==> config.mk <==
export PLATFORM = sky130hd
export DESIGN_NAME = soi_probe_arbiter
export DESIGN_NICKNAME = d
export VERILOG_FILES = /design/src/rtl/soi_probe_arbiter.sv
export SDC_FILE = /design/constraint.sdc
export NUM_CORES = 1
export LEC_CHECK = 0
export ABC_CLOCK_PERIOD_IN_PS = 1950
export CORE_ASPECT_RATIO = 0.75
export CORE_MARGIN = 5
export CORE_UTILIZATION = 41
export CTS_BUF_LIST = sky130_fd_sc_hd__clkbuf_4 sky130_fd_sc_hd__clkbuf_8
export CTS_CLUSTER_SIZE = 28
export DETAILED_ROUTE_END_ITERATION = 12
export GPL_ROUTABILITY_DRIVEN = 0
export PLACE_DENSITY = 0.77
export SKIP_LAST_GASP = 1
export SLEW_MARGIN = 20
export SYNTH_ARGS = -nofsm -noshare
export SYNTH_HDL_FRONTEND = slang
export SYNTH_SLANG_ARGS = --single-unit
==> constraint.sdc <==
create_clock -name clk -period 1.95 [get_ports clk]
set_clock_uncertainty 0.1 [all_clocks]
set_input_delay 0.39 -clock clk [delete_from_list [all_inputs] [get_ports clk]]
set_output_delay 0.39 -clock clk [all_outputs]
set_load 0.03 [all_outputs]
==> src/rtl/soi_probe_arbiter.sv <==
// soi_probe_arbiter: round-robin sharing of one SOI sampling channel among
// NUM_REQ requesters. Each transaction issues one sample request, waits for
// the channel response under a timeout, and returns the value (or a timeout
// error) to the winning requester as a one-cycle pulse.
module soi_probe_arbiter #(
  parameter int NUM_REQ = 4,
  parameter int ADDR_W  = 4,
  parameter int DATA_W  = 8,
  parameter int TIMEOUT = 15
) (
  input  logic                      clk,
  input  logic                      rst,
  input  logic [NUM_REQ-1:0]        req_i,
  input  logic [NUM_REQ*ADDR_W-1:0] req_addr_i,
  output logic                      chan_valid_o,
  output logic [ADDR_W-1:0]         chan_addr_o,
  input  logic                      chan_ready_i,
  input  logic                      chan_rsp_valid_i,
  input  logic [DATA_W-1:0]         chan_rsp_data_i,
  output logic [NUM_REQ-1:0]        rsp_valid_o,
  output logic [DATA_W-1:0]         rsp_data_o,
  output logic                      rsp_err_o,
  output logic                      busy_o
);

  localparam int IDX_W = (NUM_REQ > 1) ? $clog2(NUM_REQ) : 1;
  localparam int TMR_W = $clog2(TIMEOUT + 1);
  // The timer reads 0 in the first ISSUE cycle, so expiry is flagged once it
  // has counted TIMEOUT cycles; the response pulse then lands TIMEOUT+1 cycles
  // after the first ISSUE cycle. The counter saturates at this value.
  localparam logic [TMR_W-1:0] TMR_LAST = TMR_W'(TIMEOUT);

  typedef enum logic [1:0] {
    IDLE  = 2'd0,
    ISSUE = 2'd1,
    WAIT  = 2'd2,
    DONE  = 2'd3
  } state_t;

  state_t              state_reg;
  state_t              state_next;
  logic [IDX_W-1:0]    idx_reg;
  logic [IDX_W-1:0]    last_grant_reg;
  logic [IDX_W-1:0]    pick_idx;
  logic                pick_found;
  logic [ADDR_W-1:0]   addr_reg;
  logic [TMR_W-1:0]    timer_reg;
  logic                expired;
  logic [NUM_REQ-1:0]  idx_onehot;
  logic [NUM_REQ-1:0]  rsp_valid_reg;
  logic [DATA_W-1:0]   rsp_data_reg;
  logic                rsp_err_reg;
  logic [DATA_W-1:0]   done_data;
  logic                done_err;
  logic [ADDR_W-1:0]   req_addr_arr [NUM_REQ];

  // Unpack per-requester addresses and decode the latched winner to one-hot.
  generate
    for (genvar gi = 0; gi < NUM_REQ; gi++) begin : g_req
      assign req_addr_arr[gi] = req_addr_i[gi*ADDR_W +: ADDR_W];
      assign idx_onehot[gi]   = (idx_reg == IDX_W'(gi));
    end
  endgenerate

  assign expired = (timer_reg == TMR_LAST);

  // Round-robin pick: first set request searching upward from last_grant+1.
  always_comb begin
    int               cand;
    logic [IDX_W-1:0] cand_idx;
    pick_idx   = last_grant_reg;
    pick_found = 1'b0;
    cand       = 0;
    cand_idx   = '0;
    for (int i = 1; i <= NUM_REQ; i++) begin
      cand = int'(last_grant_reg) + i;
      if (cand >= NUM_REQ) begin
        cand = cand - NUM_REQ;
      end
      cand_idx = IDX_W'(cand);
      if (!pick_found && req_i[cand_idx]) begin
        pick_found = 1'b1;
        pick_idx   = cand_idx;
      end
    end
  end

  // Next-state logic; also captures the completion payload when entering DONE.
  always_comb begin
    state_next = state_reg;
    done_data  = '0;
    done_err   = 1'b0;
    case (state_reg)
      IDLE: begin
        if (pick_found) begin
          state_next = ISSUE;
        end
      end
      ISSUE: begin
        // An accept wins over a simultaneous expiry; expiry then hits in WAIT.
        if (chan_ready_i) begin
          state_next = WAIT;
        end else if (expired) begin
          state_next = DONE;
          done_err   = 1'b1;
        end
      end
      WAIT: begin
        // A response wins over a simultaneous expiry.
        if (chan_rsp_valid_i) begin
          state_next = DONE;
          done_data  = chan_rsp_data_i;
        end else if (expired) begin
          state_next = DONE;
          done_err   = 1'b1;
        end
      end
      DONE: begin
        state_next = IDLE;
      end
      default: begin
        state_next = IDLE;
      end
    endcase
  end

  // State register.
  always_ff @(posedge clk) begin
    if (rst) begin
      state_reg <= IDLE;
    end else begin
      state_reg <= state_next;
    end
  end

  // Winner latch, saturating transaction timer and round-robin pointer.
  always_ff @(posedge clk) begin
    if (rst) begin
      idx_reg        <= '0;
      addr_reg       <= '0;
      timer_reg      <= '0;
      last_grant_reg <= IDX_W'(NUM_REQ - 1);
    end else begin
      if (state_reg == IDLE) begin
        timer_reg <= '0;
        if (pick_found) begin
          idx_reg  <= pick_idx;
          addr_reg <= req_addr_arr[pick_idx];
        end
      end else if ((state_reg == ISSUE || state_reg == WAIT) && !expired) begin
        timer_reg <= timer_reg + 1'b1;
      end
      if (state_reg == DONE) begin
        last_grant_reg <= idx_reg;
      end
    end
  end

  // Registered completion outputs: nonzero only during the DONE cycle.
  always_ff @(posedge clk) begin
    if (rst) begin
      rsp_valid_reg <= '0;
      rsp_data_reg  <= '0;
      rsp_err_reg   <= 1'b0;
    end else begin
      rsp_valid_reg <= (state_next == DONE) ? idx_onehot : '0;
      rsp_data_reg  <= done_data;
      rsp_err_reg   <= done_err;
    end
  end

  assign chan_valid_o = (state_reg == ISSUE);
  assign chan_addr_o  = chan_valid_o ? addr_reg : '0;
  assign busy_o       = (state_reg != IDLE);
  assign rsp_valid_o  = rsp_valid_reg;
  assign rsp_data_o   = rsp_data_reg;
  assign rsp_err_o    = rsp_err_reg;

endmodule

# Word level (Yosys, flattened, before mapping)
# Index checks and enable logic that the tools add are counted.
[classes] mux=33 n_eq_ne=8 bitwise=4 reduce_logical=16 n_lt_le_gt_ge=9 add_sub_neg=9
[ops] cell="2-bit two-way mux" count=12
[ops] cell="3-bit greater-or-equal comparator, second input constant" count=4
[ops] cell="2-bit by 3-bit < comparator with 1-bit output, second input constant" count=4
[ops] cell="4-bit two-way mux" count=3
[ops] cell="1-bit two-way mux" count=11
[ops] cell="2-bit equality test, second input constant" count=5
[ops] cell="1-bit binary-select mux with 2-bit select" count=4
[ops] cell="4-bit binary-select mux with 2-bit select" count=1
[ops] cell="2-bit one-hot mux with 4 select lines" count=1
[ops] cell="2-bit by 1-bit subtractor with 2-bit output, second input constant" count=4
[ops] cell="2-bit by 2-bit adder with 3-bit output, second input constant" count=2
[ops] cell="2-bit by 3-bit adder with 4-bit output, second input constant" count=1
[ops] cell="4-bit by 1-bit adder with 4-bit output, second input constant" count=1
[ops] cell="2-bit by 1-bit equality test with 1-bit output, second input constant" count=2
[ops] cell="4-bit equality test, second input constant" count=1
[ops] cell="4-bit by 3-bit greater-or-equal comparator with 1-bit output, second input constant" count=1
[ops] cell="1-bit logical AND" count=4
[ops] cell="1-bit zero test" count=4
[ops] cell="2-bit zero test" count=2
[ops] cell="2-bit OR reduction" count=2
[ops] cell="2-bit by 1-bit adder with 3-bit output, second input constant" count=1
[ops] cell="1-bit inverter" count=3
[ops] cell="2-bit inverter with 3-bit output" count=1
[ops] cell="3-bit OR reduction" count=1
[ops] cell="4 further kinds" count=4
[word_totals] reg_bits=27 output_inout_bits=19

# Logic depth before layout (Yosys ltp)
[logic_depth] word_depth=20 mapped_depth=8

# Least setup slack after synthesis
# OpenSTA, ideal clock, no wires.
[synth_timing] path_type="reg2reg" start="register state_reg[1]" end="register addr_reg[0]" path_slack_ps=192 required_ps=1763 synth_period_minus_slack_ps=1758 stages_incl_launch_ff=7 setup_ps=87 arrival_ps=1571 cell_sequence="dfxtp_1 > inv_1 > ha_1 > buf_4 > inv_1 > or3_2 > o31ai_1"
[synth_between] elab_chain_len=2
[synth_lines] item="start, declared" line_no="40" rtl="state_t state_reg;"
[synth_lines] item="start signal, assigned" line_no="132" rtl="state_reg <= state_next;"
[synth_lines] item="2-bit zero test" line_no="144" rtl="if (state_reg == IDLE) begin"
[synth_lines] item="2-bit AND reduction (no source line)"
[synth_lines] item="end signal, assigned" line_no="148" rtl="addr_reg <= req_addr_arr[pick_idx];"
[synth_lines] item="end, declared" line_no="46" rtl="logic [ADDR_W-1:0] addr_reg;"
# No other way between the ends.
# A chain may end at the register's enable or synchronous reset.

# Worst setup path after layout
[layout_timing] start="input req_i[1]" end="register addr_reg[1]"
[layout_between] elab_chain_len=16 word_cells_on_any_way=27
[layout_lines] item="start, declared" line_no="13" rtl="input logic [NUM_REQ-1:0] req_i,"
[layout_lines] item="1-bit binary-select mux with 2-bit select" line_no="81" rtl="if (!pick_found && req_i[cand_idx]) begin"
[layout_lines] item="1-bit two-way mux (implied by the code)" line_no="81"
[layout_lines] item="1-bit two-way mux" line_no="81"
[layout_lines] item="1-bit zero test" line_no="81"
[layout_lines] item="1-bit logical AND" line_no="81"
[layout_lines] item="1-bit two-way mux" line_no="81"
[layout_lines] item="1-bit zero test" line_no="81"
[layout_lines] item="1-bit logical AND" line_no="81"
[layout_lines] item="1-bit two-way mux" line_no="81"
[layout_lines] item="1-bit zero test" line_no="81"
[layout_lines] item="1-bit logical AND" line_no="81"
[layout_lines] item="2-bit two-way mux" line_no="81"
[layout_lines] item="2-bit inverter with 3-bit output (implied by the code)" line_no="148"
[layout_lines] item="4-bit binary-select mux with 2-bit select" line_no="148"
[layout_lines] item="4-bit two-way mux (implied by the code) (2 in series)" line_no="148"
# Parallel ways exist; a longest one is shown, timed or not. The select of a mux whose other input is x is not followed.

==> impl_metrics.csv <==
group,metric,value,unit
power,powerDensity,1041,mW/mm2
synthesis,synthFlopType,"dfxtp_1",
critical_path,required,2.01,ns
route,avgViaCountPerCell,5.191,
critical_path,worstSetupStartpointType,"primary input",
hold_path,min_path_cells,1,
global_routing,grt_max_degree,17,
cells_and_area,design_area,0.001968,mm2
clock_tree,clock-sinks,27,
route,remaining_drc_errors,0,
timing,maxSlewViolCount,0,
route,num_vias,1220,
die,die_w,75.77,um
synthesis,seq_area_frac_synth,40.64,%
die,start_util,44.03,%
synthesis,yosys_warnings,0,
route,routed_wl,3312,um
critical_path,cp_slowest_cell,"clkdlybuf4s50_1",
hold_path,min-delay-start,"idx_reg[0]$_SDFFE_PP0P_",
timing,tns,0,ns
critical_path,path_max_fanout,4,
critical_path,path_buf_inv,2,
route,detail_route.iter0.violations,50,
timing,relSlewSlack,74.44,%
die,num_rows,17,
global_routing,grt_pass1_vias,1217,
placed_design,place_ws,-0.2497,ns
synthesis,synth_area_leaders,"dfxtp_1, a211oi_1, and2_1, ha_1, nor3_1",
clock_tree,htreeDepth,1,
power,ir_worst_vdd,0.5364,mV
timing,hold_viol,0,
route,firstDrtPassIters,4,
clock_tree,clk_pin_slew,0.09,ns
route,postRouteAntennaNets,0,
placed_design,dpl.cell_count,230,
synthesis,postSynthCellCount,136,
critical_path,reg2reg_slack,0.15,ns
synthesis,synth.avg_cell_area,9.780,um2
cells_and_area,layout-drive-gt1-share,18.27,%
die,die_area,0.004495,mm2
global_routing,grt_usage,14.89,%
global_routing,antenna_found_initial,0,
critical_path,crit_arrival,1.97,ns
synthesis,synth_top_area_share,40.64,%
synthesis,async_reset_ff_share,0,%
timing,period_share,97.86,%
cells_and_area,nNetsFinal,235,
cells_and_area,instances_no_fill,235,
hold_path,worst_hold_path.endpoint,"rsp_valid_o[0]$_SDFF_PP0_",
clock_tree,root_buffer,"clkbuf_8",
power,p_leak,0.7625,nW
die,ios,51,
die,fp.coreArea,0.003020,mm2
placed_design,placed_cell_area,0.001912,mm2
critical_path,ff2ff_path_depth,5,
timing,grt_setup_unrepaired,"yes",
synthesis,ys_types,40,
cells_and_area,antenna_cells,0,
global_routing,overflow,0,
timing,fmax,524.0,MHz
critical_path,timing.rr.start,"state_reg[0]$_SDFF_PP0_",
synthesis,syn-num-nets,173,
hold_path,hp-class,"reg -> reg",
timing,timing.final.ws_setup,0.04177,ns
clock_tree,cts_tree,"yes",
critical_path,worstReg2RegEnd,"addr_reg[0]$_SDFFE_PP0P_",
cells_and_area,largest_reg_flops,8,
critical_path,crit_family,"buffers and inverters",
synthesis,synth_edf_count,0,
route,wl_per_cell,14.09,um
clock_tree,clock_path_buffers,2,
synthesis,synth_area,0.001330,mm2
cells_and_area,layout_commonest_cell,"clkdlybuf4s50_1",
placed_design,hpwl,2656,um
global_routing,grt_pass1_wl,5209,um
critical_path,crit_path_end_kind,"register",
flow_run,cap_viol_max_count,0,
critical_path,crit_chain,"clkdlybuf4s50_1 -> buf_4 -> nand2b_1 -> a21o_2 -> and3_2 -> a211oi_1 -> o31ai_1",
synthesis,synth_area_leader_cell,"dfxtp_1",
timing,whs,0.3819,ns
run_status,status,"finished, final reports clean",
timing,min_period,1.908,ns
clock_tree,clock_latency,0.27,ns
cells_and_area,final_cell_mix,"clkdlybuf4s50_1, dfxtp_1, buf_4, and2_1, a211oi_1",
clock_tree,post_cts_buffers,0,
clock_tree,cts_buffers,3,
critical_path,max_stage_delay,0.49,ns
synthesis,ys_ff_latch,27,
die,dieHeight,59.33,um
placed_design,io_buffer_count,50,
timing,setup_violations,0,
cells_and_area,synthToLayoutAreaGrowth,47.98,%
timing,worstMarginPinSlew,0.3803,ns
critical_path,path_class,"in -> reg",
cells by family (layout without fill, tap and decap cells):
group / Yosys count / after routing / synth area share, %
AO/OA/AOI/OAI: 35 / 36 / 20.23
flip-flops: 27 / 27 / 40.64
XOR/XNOR: 1 / 1 / 0.6586
buffers and inverters: 10 / 70 / 4.798
adder cells (fa/ha/maj): 5 / 5 / 4.704
AND/OR/NAND/NOR: 56 / 56 / 27.38
multiplexers: 2 / 2 / 1.599
power breakdown:
part | total (mW) | leakage [nW] | internal [mW] | switching, mW
registers | 0.722 | 0.220 | 0.648 | 0.0733
logic | 1.01 | 0.517 | 0.469 | 0.543
clock network | 0.315 | 0.0255 | 0.143 | 0.172
worst max-delay path by stage:
stage,from,end,slack [ns],cells past startpoint
6_report,req_i[1],addr_reg[1]$_SDFFE_PP0P_,0.04,7
5_1_grt,req_i[1],addr_reg[1]$_SDFFE_PP0P_,-0.02,7
4_1_cts,req_i[2],addr_reg[1]$_SDFFE_PP0P_,0.04,6
3_5_place_dp,req_i[2],addr_reg[1]$_SDFFE_PP0P_,-0.25,6
3_3_place_gp,req_i[2],addr_reg[0]$_SDFFE_PP0P_,-0.24,6
2_1_floorplan,state_reg[1]$_SDFF_PP0_,addr_reg[0]$_SDFFE_PP0P_,0.19,6
layer usage:
metal / GRT usage [%] / vias up / part of all wire (%)
li1: - / 616 / -
met1: 18.92 / 551 / 45
met2: 24.02 / 51 / 44
met3: 5.424 / 2 / 11
met4: 3.242 / 0 / 0.57
met5: 0 / - / 0
repair_timing:
action	4_1_cts	5_1_grt
pin swaps	0	1
hold buffers	0	0
gates resized for setup	1	1
cloned	0	1
setup endpoints to repair	1	8
metrics by stage:
| stage | power [mW] | utilization, % |
|---|---|---|
| after floorplan | 1.383 | - |
| after global placement | 1.720 | 63.30 |
| after detailed placement | 1.741 | 63.30 |
| after CTS | 2.049 | 64.79 |
| after global routing | 2.189 | 65.16 |
| final | 2.049 | 65.16 |
worst register-to-register path, stage by stage (launching register included):
cell,delay [ns]
dfxtp_1,0.36
inv_1,0.09
ha_1,0.24
inv_1,0.10
or3_2,0.54
o31ai_1,0.29
Yosys cell counts, types with 4 or more instances:
| cell | n |
|---|---|
| ha_1 | 5 |
| nor2_1 | 7 |
| and2_1 | 12 |
| a21oi_1 | 5 |
| o31ai_1 | 4 |
| nor3_1 | 8 |
| o21a_1 | 4 |
| a211oi_1 | 10 |
| nand3b_1 | 4 |
| inv_1 | 6 |
| o21a_2 | 4 |
| dfxtp_1 | 27 |
| nand2b_1 | 4 |
| nor2b_1 | 4 |
final cells by class:
class,count,area [um2]
well taps,38,47.55
inverters,6,22.52
multi-input cells,100,737.0
repair buffers,60,574.3
clock inverters,1,5.005
clock buffers,3,41.29
fillers,248,1052
flip-flops and latches,27,540.5
No activity file was read; power rests on OpenSTA's default activity.
